$ cat config.mk
export PLATFORM = sky130hd
export DESIGN_NAME = imm_extend_pipe_flat
export DESIGN_NICKNAME = d
export VERILOG_FILES = /design/src/rtl/mips_pkg.sv /design/src/rtl/imm_extend_pipe_if.sv /design/src/rtl/imm_extend_comb.sv /design/src/rtl/imm_extend_pipe.sv /design/src/flat_wrapper.sv
export SDC_FILE = /design/constraint.sdc
export NUM_CORES = 1
export LEC_CHECK = 0
export ABC_AREA = 1
export BUFFER_PORTS_ARGS = -buffer_cell sky130_fd_sc_hd__clkbuf_2
export CORE_MARGIN = 3
export CORE_UTILIZATION = 60
export DETAILED_ROUTE_END_ITERATION = 10
export PLACE_DENSITY = 0.85
export SLEW_MARGIN = 20
export SYNTH_ARGS = -nofsm -noshare
export SYNTH_HDL_FRONTEND = slang
export SYNTH_SLANG_ARGS = --single-unit
$ cat constraint.sdc
create_clock -name clk -period 2.2 [get_ports clk]
set_input_delay 0.33 -clock clk [delete_from_list [all_inputs] [get_ports clk]]
set_output_delay 0.33 -clock clk [all_outputs]
set_load 0.03 [all_outputs]
$ cat src/rtl/mips_pkg.sv
// Shared MIPS core definitions: datapath widths and immediate-extension modes.
package mips_pkg;

  localparam int IMM_W  = 16;
  localparam int WORD_W = 32;

  typedef enum logic [1:0] {
    EXT_SIGN   = 2'd0,
    EXT_ZERO   = 2'd1,
    EXT_LUI    = 2'd2,
    EXT_BRANCH = 2'd3
  } ext_mode_e;

endpackage

$ cat src/rtl/imm_extend_pipe_if.sv
// Immediate-stage bus: upstream immediate/handshake plus downstream result/handshake.
interface imm_extend_pipe_if
  import mips_pkg::*;
#(
  parameter int IN_W  = IMM_W,
  parameter int OUT_W = WORD_W,
  parameter int TAG_W = 5
);

  logic             in_valid;
  logic             in_ready;
  logic [IN_W-1:0]  in_imm;
  logic [1:0]       in_mode;
  logic [TAG_W-1:0] in_tag;
  logic             out_valid;
  logic             out_ready;
  logic [OUT_W-1:0] out_data;
  logic [TAG_W-1:0] out_tag;

  modport master (
    output in_valid, in_imm, in_mode, in_tag, out_ready,
    input  in_ready, out_valid, out_data, out_tag
  );

  modport slave (
    input  in_valid, in_imm, in_mode, in_tag, out_ready,
    output in_ready, out_valid, out_data, out_tag
  );

endinterface

$ cat src/rtl/imm_extend_comb.sv
// Combinational immediate extender: sign, zero, LUI and branch-offset modes.
module imm_extend_comb
  import mips_pkg::*;
#(
  parameter int IN_W  = IMM_W,
  parameter int OUT_W = WORD_W
) (
  input  logic [IN_W-1:0]  imm,
  input  logic [1:0]       mode,
  output logic [OUT_W-1:0] ext
);

  if (OUT_W < 2 * IN_W) begin : g_width_check
    $error("imm_extend_comb: OUT_W must be >= 2*IN_W");
  end

  logic [OUT_W-1:0] sext;
  logic [OUT_W-1:0] zext;

  assign sext = {{(OUT_W-IN_W){imm[IN_W-1]}}, imm};
  assign zext = {{(OUT_W-IN_W){1'b0}}, imm};

  always_comb begin
    ext = sext;
    case (ext_mode_e'(mode))
      EXT_SIGN:   ext = sext;
      EXT_ZERO:   ext = zext;
      EXT_LUI:    ext = zext << IN_W;
      EXT_BRANCH: ext = sext << 2;
      default:    ext = sext;
    endcase
  end

endmodule

$ cat src/rtl/imm_extend_pipe.sv
// Registered ID/EX immediate-extension stage with tag sideband and 2-entry skid buffer.
module imm_extend_pipe
  import mips_pkg::*;
#(
  parameter int IN_W  = IMM_W,
  parameter int OUT_W = WORD_W,
  parameter int TAG_W = 5
) (
  input  logic              clk,
  input  logic              reset,
  input  logic              flush,
  imm_extend_pipe_if.slave  bus
);

  logic [OUT_W-1:0] ext;
  logic [OUT_W-1:0] main_data, skid_data;
  logic [TAG_W-1:0] main_tag, skid_tag;
  logic             main_v, skid_v, rdy_q;
  logic             main_v_n, skid_v_n;
  logic             ld_main_skid, ld_main_in, ld_skid;
  logic             accept, drain;

  imm_extend_comb #(.IN_W(IN_W), .OUT_W(OUT_W)) u_ext (
    .imm  (bus.in_imm),
    .mode (bus.in_mode),
    .ext  (ext)
  );

  assign accept = bus.in_valid && rdy_q;
  assign drain  = main_v && bus.out_ready;

  // Skid always has priority into main so the older item leaves first.
  always_comb begin
    main_v_n     = main_v;
    skid_v_n     = skid_v;
    ld_main_skid = 1'b0;
    ld_main_in   = 1'b0;
    ld_skid      = 1'b0;
    if (!main_v || drain) begin
      if (skid_v) begin
        ld_main_skid = 1'b1;
        main_v_n     = 1'b1;
        ld_skid      = accept;
        skid_v_n     = accept;
      end else begin
        ld_main_in = accept;
        main_v_n   = accept;
      end
    end else if (accept) begin
      ld_skid  = 1'b1;
      skid_v_n = 1'b1;
    end
  end

  always_ff @(posedge clk) begin
    if (reset) begin
      main_v    <= 1'b0;
      skid_v    <= 1'b0;
      rdy_q     <= 1'b1;
      main_data <= '0;
      main_tag  <= '0;
      skid_data <= '0;
      skid_tag  <= '0;
    end else if (flush) begin
      main_v <= 1'b0;
      skid_v <= 1'b0;
      rdy_q  <= 1'b1;
    end else begin
      main_v <= main_v_n;
      skid_v <= skid_v_n;
      rdy_q  <= !skid_v_n;
      if (ld_main_skid) begin
        main_data <= skid_data;
        main_tag  <= skid_tag;
      end else if (ld_main_in) begin
        main_data <= ext;
        main_tag  <= bus.in_tag;
      end
      if (ld_skid) begin
        skid_data <= ext;
        skid_tag  <= bus.in_tag;
      end
    end
  end

  assign bus.in_ready  = rdy_q;
  assign bus.out_valid = main_v;
  assign bus.out_data  = main_data;
  assign bus.out_tag   = main_tag;

endmodule

$ cat src/flat_wrapper.sv
// flat-port wrapper written by rule: the top's interface ports become plain ports
module imm_extend_pipe_flat import mips_pkg::*;
#(
  parameter int IN_W  = IMM_W,
  parameter int OUT_W = WORD_W,
  parameter int TAG_W = 5
)
  (clk, reset, flush, bus_in_valid, bus_in_imm, bus_in_mode, bus_in_tag, bus_out_ready, bus_in_ready, bus_out_valid, bus_out_data, bus_out_tag);
  imm_extend_pipe_if #(.IN_W(IN_W), .OUT_W(OUT_W), .TAG_W(TAG_W)) bus_i ();
  input  logic clk;
  input  logic reset;
  input  logic flush;
  input wire logic [$bits(bus_i.in_valid)-1:0] bus_in_valid;
  input wire logic [$bits(bus_i.in_imm)-1:0] bus_in_imm;
  input wire logic [$bits(bus_i.in_mode)-1:0] bus_in_mode;
  input wire logic [$bits(bus_i.in_tag)-1:0] bus_in_tag;
  input wire logic [$bits(bus_i.out_ready)-1:0] bus_out_ready;
  output wire logic [$bits(bus_i.in_ready)-1:0] bus_in_ready;
  output wire logic [$bits(bus_i.out_valid)-1:0] bus_out_valid;
  output wire logic [$bits(bus_i.out_data)-1:0] bus_out_data;
  output wire logic [$bits(bus_i.out_tag)-1:0] bus_out_tag;
  assign bus_i.in_valid = bus_in_valid;
  assign bus_i.in_imm = bus_in_imm;
  assign bus_i.in_mode = bus_in_mode;
  assign bus_i.in_tag = bus_in_tag;
  assign bus_i.out_ready = bus_out_ready;
  assign bus_in_ready = bus_i.in_ready;
  assign bus_out_valid = bus_i.out_valid;
  assign bus_out_data = bus_i.out_data;
  assign bus_out_tag = bus_i.out_tag;
  imm_extend_pipe #(.IN_W(IN_W), .OUT_W(OUT_W), .TAG_W(TAG_W)) u_core (.clk(clk), .reset(reset), .flush(flush), .bus(bus_i));
endmodule
==> results.json, run 1 <==
{
  "met3_usage_pct": 4.803,
  "synth_edf_count": 0,
  "nNetsFinal": 626,
  "postCtsResizedCells": 0,
  "hold-worst-slack_ns": 0.1978,
  "grt-ovfl-total": 0,
  "die_h_um": 85.57,
  "antenna_cells_inserted": 0,
  "area_delta_synth_final_pct": 12.12,
  "hold_class": "in -> reg",
  "grt_start_max_net_pins": 60,
  "final.setup.tns_ns": 0,
  "outcome": "complete, no violations",
  "ys_ff_latch": 77,
  "ctsRootBufferMaster": "clkbuf_8",
  "clock_path_buffers": 2,
  "initial_core_util_pct": 63.04,
  "drt_first_pass_iters": 4,
  "antenna_found_initial": 0,
  "instances_no_fill": 678,
  "io_pins": 67,
  "cts_buffers": 9,
  "clkSinkCount": 77,
  "wirelength_mm": 8.788,
  "coreArea_mm2": 0.006026,
  "ant_nets": 0,
  "worst_pin_slew_ns": 0.8061,
  "crit_type": "reg -> reg",
  "synth_warnings": 0,
  "fin_crit_ns": 1.968,
  "h-tree-depth": 3,
  "start_kind": "flop",
  "fin_skew_ns": 0.007810,
  "gp_congestion": 0.8705,
  "synth_common_cells": "nand2_1, dfxtp_1, o21ai_0, nor2_1, a21oi_1",
  "syn-cell-area_mm2": 0.003799,
  "grt_pass1_wl_mm": 14.70,
  "async_flop_share_pct": 0,
  "cap_violations": 0,
  "report.final.hold_viol_count": 0,
  "path_clk_slew_ns": 0.08,
  "cts_hold_buf": 0,
  "dieArea_mm2": 0.007322,
  "synth-seq-area-share_pct": 40.58,
  "synth_cells": 552,
  "finalSetupViolCount": 0,
  "syn-num-nets": 580,
  "syn_area_per_cell_um2": 6.882,
  "crit_start": "u_core.skid_v",
  "cp_max_fo": 37,
  "min_period_over_period_pct": 89.45,
  "ir_drop_mv": 0.4734,
  "drt_first_iter_violations": 295,
  "powerDensity_mw_per_mm2": 770.4,
  "fmax_mhz": 508.1,
  "dp_hpwl_mm": 5.902,
  "met2_usage_pct": 40.11,
  "end_kind": "flop",
  "routed_via_density": 5.263,
  "r2r-start": "u_core.skid_v",
  "insertion_delay_ns": 0.35,
  "yosysMostFrequentCell": "nand2_1",
  "total_power_mw": 3.281,
  "arrival_ns": 2.27,
  "portBuffers": 66,
  "cts_setup_buffers": 0,
  "synth_area_leader_cell": "dfxtp_1",
  "std_cell_rows": 28,
  "gr-usage-met1_pct": 32.85,
  "drive_gt1_share_pct": 22.39,
  "post-place-cells": 662,
  "vias": 3568,
  "wl_per_cell_um": 12.96,
  "synth_top_cell_area_share_pct": 40.58,
  "final_cell_area_mm2": 0.004259,
  "relSlewSlack_pct": 46.18,
  "regToRegSetupSlack_ns": 0.23,
  "slew_violations": 0,
  "synth.area.top_cells": "dfxtp_1, nand2_1, o21ai_0, a21oi_1, nor2_1",
  "die_width_um": 85.57,
  "synth_ff_type": "dfxtp_1",
  "grt_pass1_vias": 3269,
  "cts_tree": "yes",
  "worstHoldStart": "flush",
  "p_leak_nw": 2.115,
  "grtUsageTotal_pct": 25.10,
  "rsz0062_at_grt": "false",
  "busiest_layer": "met2",
  "drc_errors": 0,
  "worst_ep_required_time_ns": 2.50,
  "post_dp_cell_area_mm2": 0.004020,
  "ys_types": 24
}
==> through the flow <==
step           utilization, %  setup WS (ns)
5_1_grt                 70.68        0.02350
3_5_place_dp            66.72         0.3030
2_1_floorplan               -         0.8196
3_3_place_gp            66.72         0.3372
4_1_cts                 70.68         0.2382
6_report                70.68         0.2320
==> cell type report <==
| type | instances | area (µm²) |
|---|---|---|
| multi-input combinational | 395 | 1837 |
| fill | 500 | 1767 |
| sequential | 77 | 1541 |
| timing repair buffer | 71 | 380.4 |
| inverter | 44 | 167.7 |
| clock buffer | 10 | 127.6 |
| clock inverter | 6 | 111.4 |
| tap | 75 | 93.84 |
==> layout by cell type (no fill, tap or decap), drive strengths merged <==
master / count
nand2: 174
clkinv: 2
inv: 44
or2: 15
nand3: 34
bufinv: 3
clkinvlp: 1
nor2: 50
o21ai: 55
a21oi: 66
buf: 5
dfxtp: 77
a311oi: 1
clkbuf: 76
==> critical path, cell delays in order (launching register included) <==
cell	delay, ns
dfxtp_1	0.36
inv_2	0.19
nand2_1	0.17
nand3_2	0.25
inv_2	0.61
o21ai_0	0.21
nor2_1	0.11
==> registers in the layout, summed over array words and instances (netlist names) <==
| signal | count |
|---|---|
| u_core.skid_tag | 5 |
| u_core.skid_v | 1 |
| u_core.bus.out_valid | 1 |
| u_core.bus.out_tag | 5 |
| u_core.bus.out_data | 32 |
| u_core.bus.in_ready | 1 |
| u_core.skid_data | 32 |
==> routing by layer <==
| layer | part of all wire [%] | vias to the layer above | wire length [µm] |
|---|---|---|---|
| met5 | 0 | - | 0 |
| met3 | 7.3 | 15 | 638 |
| met1 | 44 | 1583 | 3877 |
| met2 | 47 | 120 | 4105 |
| met4 | 1.9 | 0 | 166 |
| li1 | - | 1850 | - |
==> cell families (layout without fill, tap and decap cells) <==
family,after synthesis,in the layout,synth area share [%]
buf+inv,80,131,11.07
compound gates,122,122,18.05
flops,77,77,40.58
simple gates,273,273,30.30
==> final timing paths <==
| path | to | cells after the start |
|---|---|---|
| setup reg to reg | u_core.bus.out_data[1] | 6 |
| setup / recovery | u_core.bus.out_data[1] | 6 |
| hold reg to reg | u_core.skid_data[31] | 2 |
| hold / removal | u_core.bus.out_valid | 2 |
==> where the power goes <==
group | switching (mW) | internal (mW) | total, mW | leakage [nW]
registers | 0.0296 | 1.45 | 1.48 | 0.628
logic | 0.353 | 0.156 | 0.509 | 1.37
clock network | 0.538 | 0.754 | 1.29 | 0.116
total | 0.920 | 2.36 | 3.28 | 2.11
(Power assumes the default switching activity.)
==> inputs of run 2 (changes only) <==
--- a/config.mk
+++ b/config.mk
@@ -8,10 +8,11 @@
 export ABC_AREA = 1
 export BUFFER_PORTS_ARGS = -buffer_cell sky130_fd_sc_hd__clkbuf_2
 export CORE_MARGIN = 3
-export CORE_UTILIZATION = 60
+export CORE_UTILIZATION = 57
 export DETAILED_ROUTE_END_ITERATION = 10
-export PLACE_DENSITY = 0.85
+export PLACE_DENSITY = 0.8
 export SLEW_MARGIN = 20
 export SYNTH_ARGS = -nofsm -noshare
 export SYNTH_HDL_FRONTEND = slang
+export SYNTH_HIERARCHICAL = 1
 export SYNTH_SLANG_ARGS = --single-unit
==> constraint.sdc (replaced) <==
create_clock -name clk -period 2.1 [get_ports clk]
set_input_delay 0.315 -clock clk [delete_from_list [all_inputs] [get_ports clk]]
set_output_delay 0.315 -clock clk [all_outputs]
set_load 0.03 [all_outputs]
==> results.json, run 2 <==
{
  "powerDensity_mw_per_mm2": 726.1,
  "ir_drop_mv": 0.4347,
  "coreArea_mm2": 0.006869,
  "worstPathCellList": "nand2_2 -> nand2_2 -> nand2_1 -> nand2_1 -> nor2_1 -> nor2_1",
  "synth_ff_type": "dfxtp_1",
  "synth_top_cell_area_share_pct": 37.57,
  "synth_warnings": 6,
  "ys_types": 16,
  "outcome": "complete, no violations",
  "clkSinkCount": 77,
  "antenna_found_initial": 0,
  "grt-ovfl-total": 0,
  "p_leak_nw": 2.380,
  "ys_ff_latch": 77,
  "cts_tree": "yes",
  "wirelength_mm": 10.49,
  "arrival_ns": 1.82,
  "final_cell_area_mm2": 0.004589,
  "syn-cell-area_mm2": 0.004103,
  "pre_cts_ws_ns": 0.3344,
  "grt_start_max_net_pins": 75,
  "antenna_cells_inserted": 0,
  "synth_edf_count": 0,
  "synth_area_leader_cell": "dfxtp_1",
  "mostFrequentLayoutCell": "nand2_1",
  "post-place-cells": 790,
  "grt_pass1_vias": 3802,
  "synth-seq-area-share_pct": 37.57,
  "portBuffers": 66,
  "fin_crit_ns": 1.545,
  "fin_skew_ns": 0.007794,
  "wl_per_cell_um": 13.01,
  "cap_violations": 0,
  "dieArea_mm2": 0.008252,
  "slew_violations": 0,
  "syn_area_per_cell_um2": 6.160,
  "mostFrequentLayoutCells": "nand2_1, nor2_1, nand3_1, dfxtp_1, clkbuf_2",
  "area_delta_synth_final_pct": 11.86,
  "synth.area.top_cells": "dfxtp_1, nand2_1, nor2_1, nand3_1, nand3b_1",
  "grtUsageTotal_pct": 25.84,
  "initial_core_util_pct": 59.73,
  "cp_max_fo": 37,
  "drt_first_iter_violations": 392,
  "fmax_mhz": 647.1,
  "synth_common_cells": "nand2_1, nor2_1, nand3_1, dfxtp_1, inv_1",
  "gp_congestion": 0.9676,
  "ant_nets": 0,
  "std_cell_rows": 30,
  "report.final.hold_viol_count": 0,
  "worst_pin_slew_ns": 0.7590,
  "h-tree-depth": 3,
  "io_pins": 67,
  "hold_class": "in -> reg",
  "die_h_um": 90.84,
  "crit_path_max_incr_delay_ns": 0.58,
  "instances_no_fill": 806,
  "min_period_over_period_pct": 73.59,
  "post_dp_cell_area_mm2": 0.004379,
  "vias": 4205,
  "dp_hpwl_mm": 6.701,
  "async_flop_share_pct": 0,
  "drive_gt1_share_pct": 14.23,
  "die_width_um": 90.84,
  "cts_hold_buf": 0,
  "synth_cells": 666,
  "drc_errors": 0,
  "ctsRootBufferMaster": "clkbuf_8",
  "cts_setup_buffers": 0,
  "finalSetupViolCount": 0,
  "routed_via_density": 5.217,
  "postCtsResizedCells": 0,
  "yosysMostFrequentCell": "nand2_1",
  "relSlewSlack_pct": 49.22,
  "drt_first_pass_iters": 5,
  "grt_pass1_wl_mm": 17.79,
  "crit_type": "reg -> reg",
  "clock_path_buffers": 2,
  "path_clk_slew_ns": 0.08,
  "end_kind": "flop",
  "final.setup.tns_ns": 0,
  "insertion_delay_ns": 0.34,
  "worst_ep_required_time_ns": 2.37,
  "cpMaxStageDelayCell": "nand2_2",
  "nNetsFinal": 733,
  "start_kind": "flop",
  "cts_buffers": 9,
  "layout_setup_ws_ns": 0.5546,
  "rsz0062_at_grt": "false",
  "syn-num-nets": 694
}
run 2: cell types whose count changed after synthesis, sizes merged:
cell	previous run	this run
nor2	50	153
nand2	174	208
a21oi	66	2
o21ai	55	10
nand3	34	80
nor3	0	1
clkbuf	8	4
nand3b	0	37
a311oi	1	0
inv	44	51
or2	15	0
buf	28	43
run 2: logic make-up after synthesis:
| family | synth area share (%) |
|---|---|
| buffers and inverters | 11.04 |
| AND/OR/NAND/NOR | 49.92 |
| flip-flops | 37.57 |
| AO/OA/AOI/OAI | 1.464 |
run 2: final timing paths:
check / start / end / slack (ns) / depth (start not counted)
setup / recovery: u_core/bus.out_valid / u_core/bus.out_data[31] / 0.55 / 6
hold / removal: reset / u_core/bus.out_valid / 0.19 / 2
setup reg to reg: u_core/bus.out_valid / u_core/bus.out_data[31] / 0.55 / 6
hold reg to reg: u_core/skid_data[20] / u_core/skid_data[20] / 0.49 / 2
run 2: critical path, delay by kind of cell (launching register included):
family / cells / cell delay, ns
AND/OR/NAND/NOR: 6 / 1.10
flip-flops: 1 / 0.36
run 2: layer usage:
layer  part of all wire [%]  global-route usage, %  up-vias
li1                       -                      -     2122
met1                     46                  36.50     1896
met2                     45                  38.73      172
met3                    7.3                  4.583       15
met4                    1.5                  10.93        0
met5                      0                      0        -
run 2: cell type report:
type / instances / area [µm²]
repair buffers: 75 / 410.4
clock inverters: 4 / 45.04
inverters: 51 / 191.4
fillers: 643 / 2280
well taps: 96 / 120.1
clock buffers: 12 / 165.2
flip-flops and latches: 77 / 1541
multi-input cells: 491 / 2116
run 2: stage by stage:
| stage | total power [mW] | utilization (%) | hold WS [ns] |
|---|---|---|---|
| after global routing | 3.484 | 66.81 | 0.1811 |
| after floorplan | 2.029 | - | 0.3918 |
| after CTS | 3.343 | 66.81 | 0.1802 |
| final | 3.332 | 66.81 | 0.1861 |
| after global placement | 2.171 | 63.75 | 0.4619 |
| after detailed placement | 2.184 | 63.75 | 0.4735 |
run 2: power breakdown:
group	total (mW)	leakage (nW)	switching, mW	internal [mW]
Clock	1.18	0.112	0.535	0.641
Combinational	0.599	1.64	0.407	0.191
Sequential	1.56	0.628	0.0343	1.52
==> inputs of run 3 (changes only) <==
--- a/config.mk
+++ b/config.mk
@@ -5,12 +5,12 @@
 export SDC_FILE = /design/constraint.sdc
 export NUM_CORES = 1
 export LEC_CHECK = 0
-export ABC_AREA = 1
+export ABC_AREA = 0
 export BUFFER_PORTS_ARGS = -buffer_cell sky130_fd_sc_hd__clkbuf_2
 export CORE_MARGIN = 3
-export CORE_UTILIZATION = 57
+export CORE_UTILIZATION = 52
 export DETAILED_ROUTE_END_ITERATION = 10
-export PLACE_DENSITY = 0.8
+export PLACE_DENSITY = 0.77
 export SLEW_MARGIN = 20
 export SYNTH_ARGS = -nofsm -noshare
 export SYNTH_HDL_FRONTEND = slang
==> constraint.sdc (replaced) <==
create_clock -name clk -period 1.29 [get_ports clk]
set_input_delay 0.1935 -clock clk [delete_from_list [all_inputs] [get_ports clk]]
set_output_delay 0.1935 -clock clk [all_outputs]
set_load 0.03 [all_outputs]
==> results.json, run 3 <==
{
  "whs_endpoint": "u_core/skid_tag[0]",
  "met1_length_mm": 5.156,
  "hold-worst-slack_ns": 0.08900,
  "worst_pin_slew_ns": 0.3748,
  "initial_core_util_pct": 55.03,
  "end_kind": "flop",
  "grt_start_max_net_pins": 57,
  "yosysMostFrequentCell": "dfxtp_1",
  "p_sw_share_pct": 30.07,
  "drc_errors": 0,
  "die_h_um": 97.60,
  "cap_violations": 0,
  "insertion_delay_ns": 0.36,
  "cts_tree": "yes",
  "crit_type": "reg -> reg",
  "pwr-share-clk_pct": 33.5,
  "synth_common_cells": "dfxtp_1, nand2b_1, mux2i_1, inv_1",
  "cp_max_fo": 8,
  "dr.max_layer_used": "met4",
  "ir_drop_mv": 0.6001,
  "grt-ovfl-total": 0,
  "grt_pass1_wl_mm": 18.24,
  "mostFrequentLayoutCells": "nand2b_1, dfxtp_1, clkbuf_2, mux2i_1, inv_1",
  "slew_violations": 0,
  "nNetsFinal": 551,
  "synth_edf_count": 0,
  "fmax_mhz": 689.6,
  "instances_no_fill": 630,
  "synth_top_cell_area_share_pct": 35.33,
  "std_cell_rows": 32,
  "io_pins": 67,
  "routed_via_density": 5.705,
  "fin_crit_ns": 1.450,
  "synth_warnings": 6,
  "outcome": "finished, violations left",
  "rsz0062_at_grt": "true",
  "cpMaxStageDelayCell": "dfxtp_4",
  "antenna_cells_inserted": 0,
  "gp_congestion": 0.8708,
  "synth_area_leader_cell": "dfxtp_1",
  "grtUsageTotal_pct": 23.63,
  "final_cell_area_mm2": 0.005951,
  "failed_checks": "setup timing",
  "area_delta_synth_final_pct": 36.39,
  "clkSinkCount": 77,
  "post_dp_cell_area_mm2": 0.005121,
  "reg2regPathDepth": 6,
  "regToRegSetupSlack_ns": -0.16,
  "path_clk_slew_ns": 0.08,
  "async_flop_share_pct": 0,
  "syn-num-nets": 472,
  "rr_endpoint": "u_core/skid_data[23]",
  "ys_ff_latch": 77,
  "p_leak_nw": 2.192,
  "vias": 3594,
  "worst_ep_required_time_ns": 1.57,
  "routed-wl-met2_mm": 6.224,
  "crit_path_max_incr_delay_ns": 0.36,
  "die_width_um": 97.60,
  "dieArea_mm2": 0.009526,
  "ctsRootBufferMaster": "clkbuf_8",
  "p_sw_mw": 1.736,
  "internal_power_mw": 4.037,
  "comb_power_share_pct": 23.0,
  "ys_types": 27,
  "coreArea_mm2": 0.007928,
  "utilization_pct": 75.06,
  "min_period_over_period_pct": 112.4,
  "antenna_found_initial": 0,
  "r2r-start": "u_core/bus.out_valid",
  "cts_buffers": 9,
  "fin_skew_ns": 0.006642,
  "hold_class": "in -> reg",
  "cpLargestDelayFamily": "buffers and inverters",
  "arrival_ns": 1.73,
  "report.final.hold_viol_count": 0,
  "cp_common_cell": "buf_6",
  "relSlewSlack_pct": 75.01,
  "grt_pass1_vias": 3504,
  "drt_first_iter_violations": 151,
  "drt_first_pass_iters": 4,
  "finalSetupViolCount": 74,
  "whs_path_depth": 3,
  "synth-seq-area-share_pct": 35.33,
  "pwr-share-seq_pct": 43.5,
  "wirelength_mm": 12.12,
  "worstPathCellList": "buf_6 -> nand2b_4 -> a211oi_4 -> buf_6 -> clkbuf_16 -> mux2i_1",
  "crit_start": "u_core/bus.out_valid",
  "syn-cell-area_mm2": 0.004363,
  "drive_gt1_share_pct": 44.32,
  "synth_cells": 444,
  "h-tree-depth": 3,
  "post-place-cells": 601,
  "cts_hold_buf": 0,
  "synth_ff_type": "dfxtp_1",
  "syn_area_per_cell_um2": 9.826,
  "final.setup.tns_ns": -7.693,
  "synth.area.top_cells": "dfxtp_1, mux2i_1, nand2b_1, mux2_1, a211oi_2",
  "dp_hpwl_mm": 7.052,
  "layout_setup_ws_ns": -0.1601,
  "wl_per_cell_um": 19.24,
  "start_kind": "flop",
  "ant_nets": 0,
  "clock_path_buffers": 2,
  "powerDensity_mw_per_mm2": 970.1,
  "worst-path-buf-inv": 3,
  "worstHoldStart": "bus_in_tag[0]",
  "wl_met3_um": 557,
  "portBuffers": 66
}
run 3: cell type report:
class	instances	area, µm²
Sequential cell	77	1553
Clock buffer	11	152.6
Multi-Input combinational cell	283	2913
Timing Repair Buffer	113	998.5
Fill cell	536	1977
Inverter	39	148.9
Tap cell	102	127.6
Clock inverter	5	57.56
run 3: worst max-delay path by stage:
stage	end	slack, ns	cells after the start
5_1_grt	u_core/skid_data[7]	-0.25	6
6_report	u_core/skid_data[23]	-0.16	6
3_3_place_gp	u_core/bus.out_data[24]	-0.33	8
2_1_floorplan	u_core/bus.out_data[2]	-0.14	7
4_1_cts	u_core/skid_data[11]	-0.16	6
3_5_place_dp	u_core/bus.out_data[24]	-0.38	8
run 3: cells by family after synthesis:
| kind of cell | Yosys count | share of synthesized area, % |
|---|---|---|
| compound gates | 71 | 15.94 |
| mux | 89 | 21.48 |
| flops | 77 | 35.33 |
| simple gates | 123 | 17.78 |
| buf+inv | 84 | 9.464 |
run 3: worst min-delay path: stages:
cell and delay (ns):
clkbuf_2 0.09, nand2b_1 0.06, mux2i_1 0.06
run 3: power by group through the flow:
stage	clock network (mW)	registers [mW]	logic, mW
floorplan	0	2.73	0.645
global placement	0	2.57	1.11
detailed placement	0	2.57	1.13
CTS	1.95	2.51	1.21
global route	2.10	2.52	1.41
finish	1.93	2.51	1.33
run 3: metrics by stage:
stage	setup WS (ns)	total power, mW
floorplan	-0.1443	3.375
global placement	-0.3258	3.672
detailed placement	-0.3767	3.696
CTS	-0.1573	5.681
global route	-0.2515	6.030
finish	-0.1601	5.773
run 3: routing by layer:
layer / vias to the layer above / GRT usage (%)
li1: 1721 / -
met1: 1769 / 30.18
met2: 89 / 40.06
met3: 15 / 5.312
met4: 0 / 6.496
met5: - / 0
run 3: repair_timing:
action,4_1_cts,5_1_grt
setup buffers,3,3
setup endpoints to repair,76,75
gates cloned,2,5
gates resized for setup,47,45
pin swaps,2,1
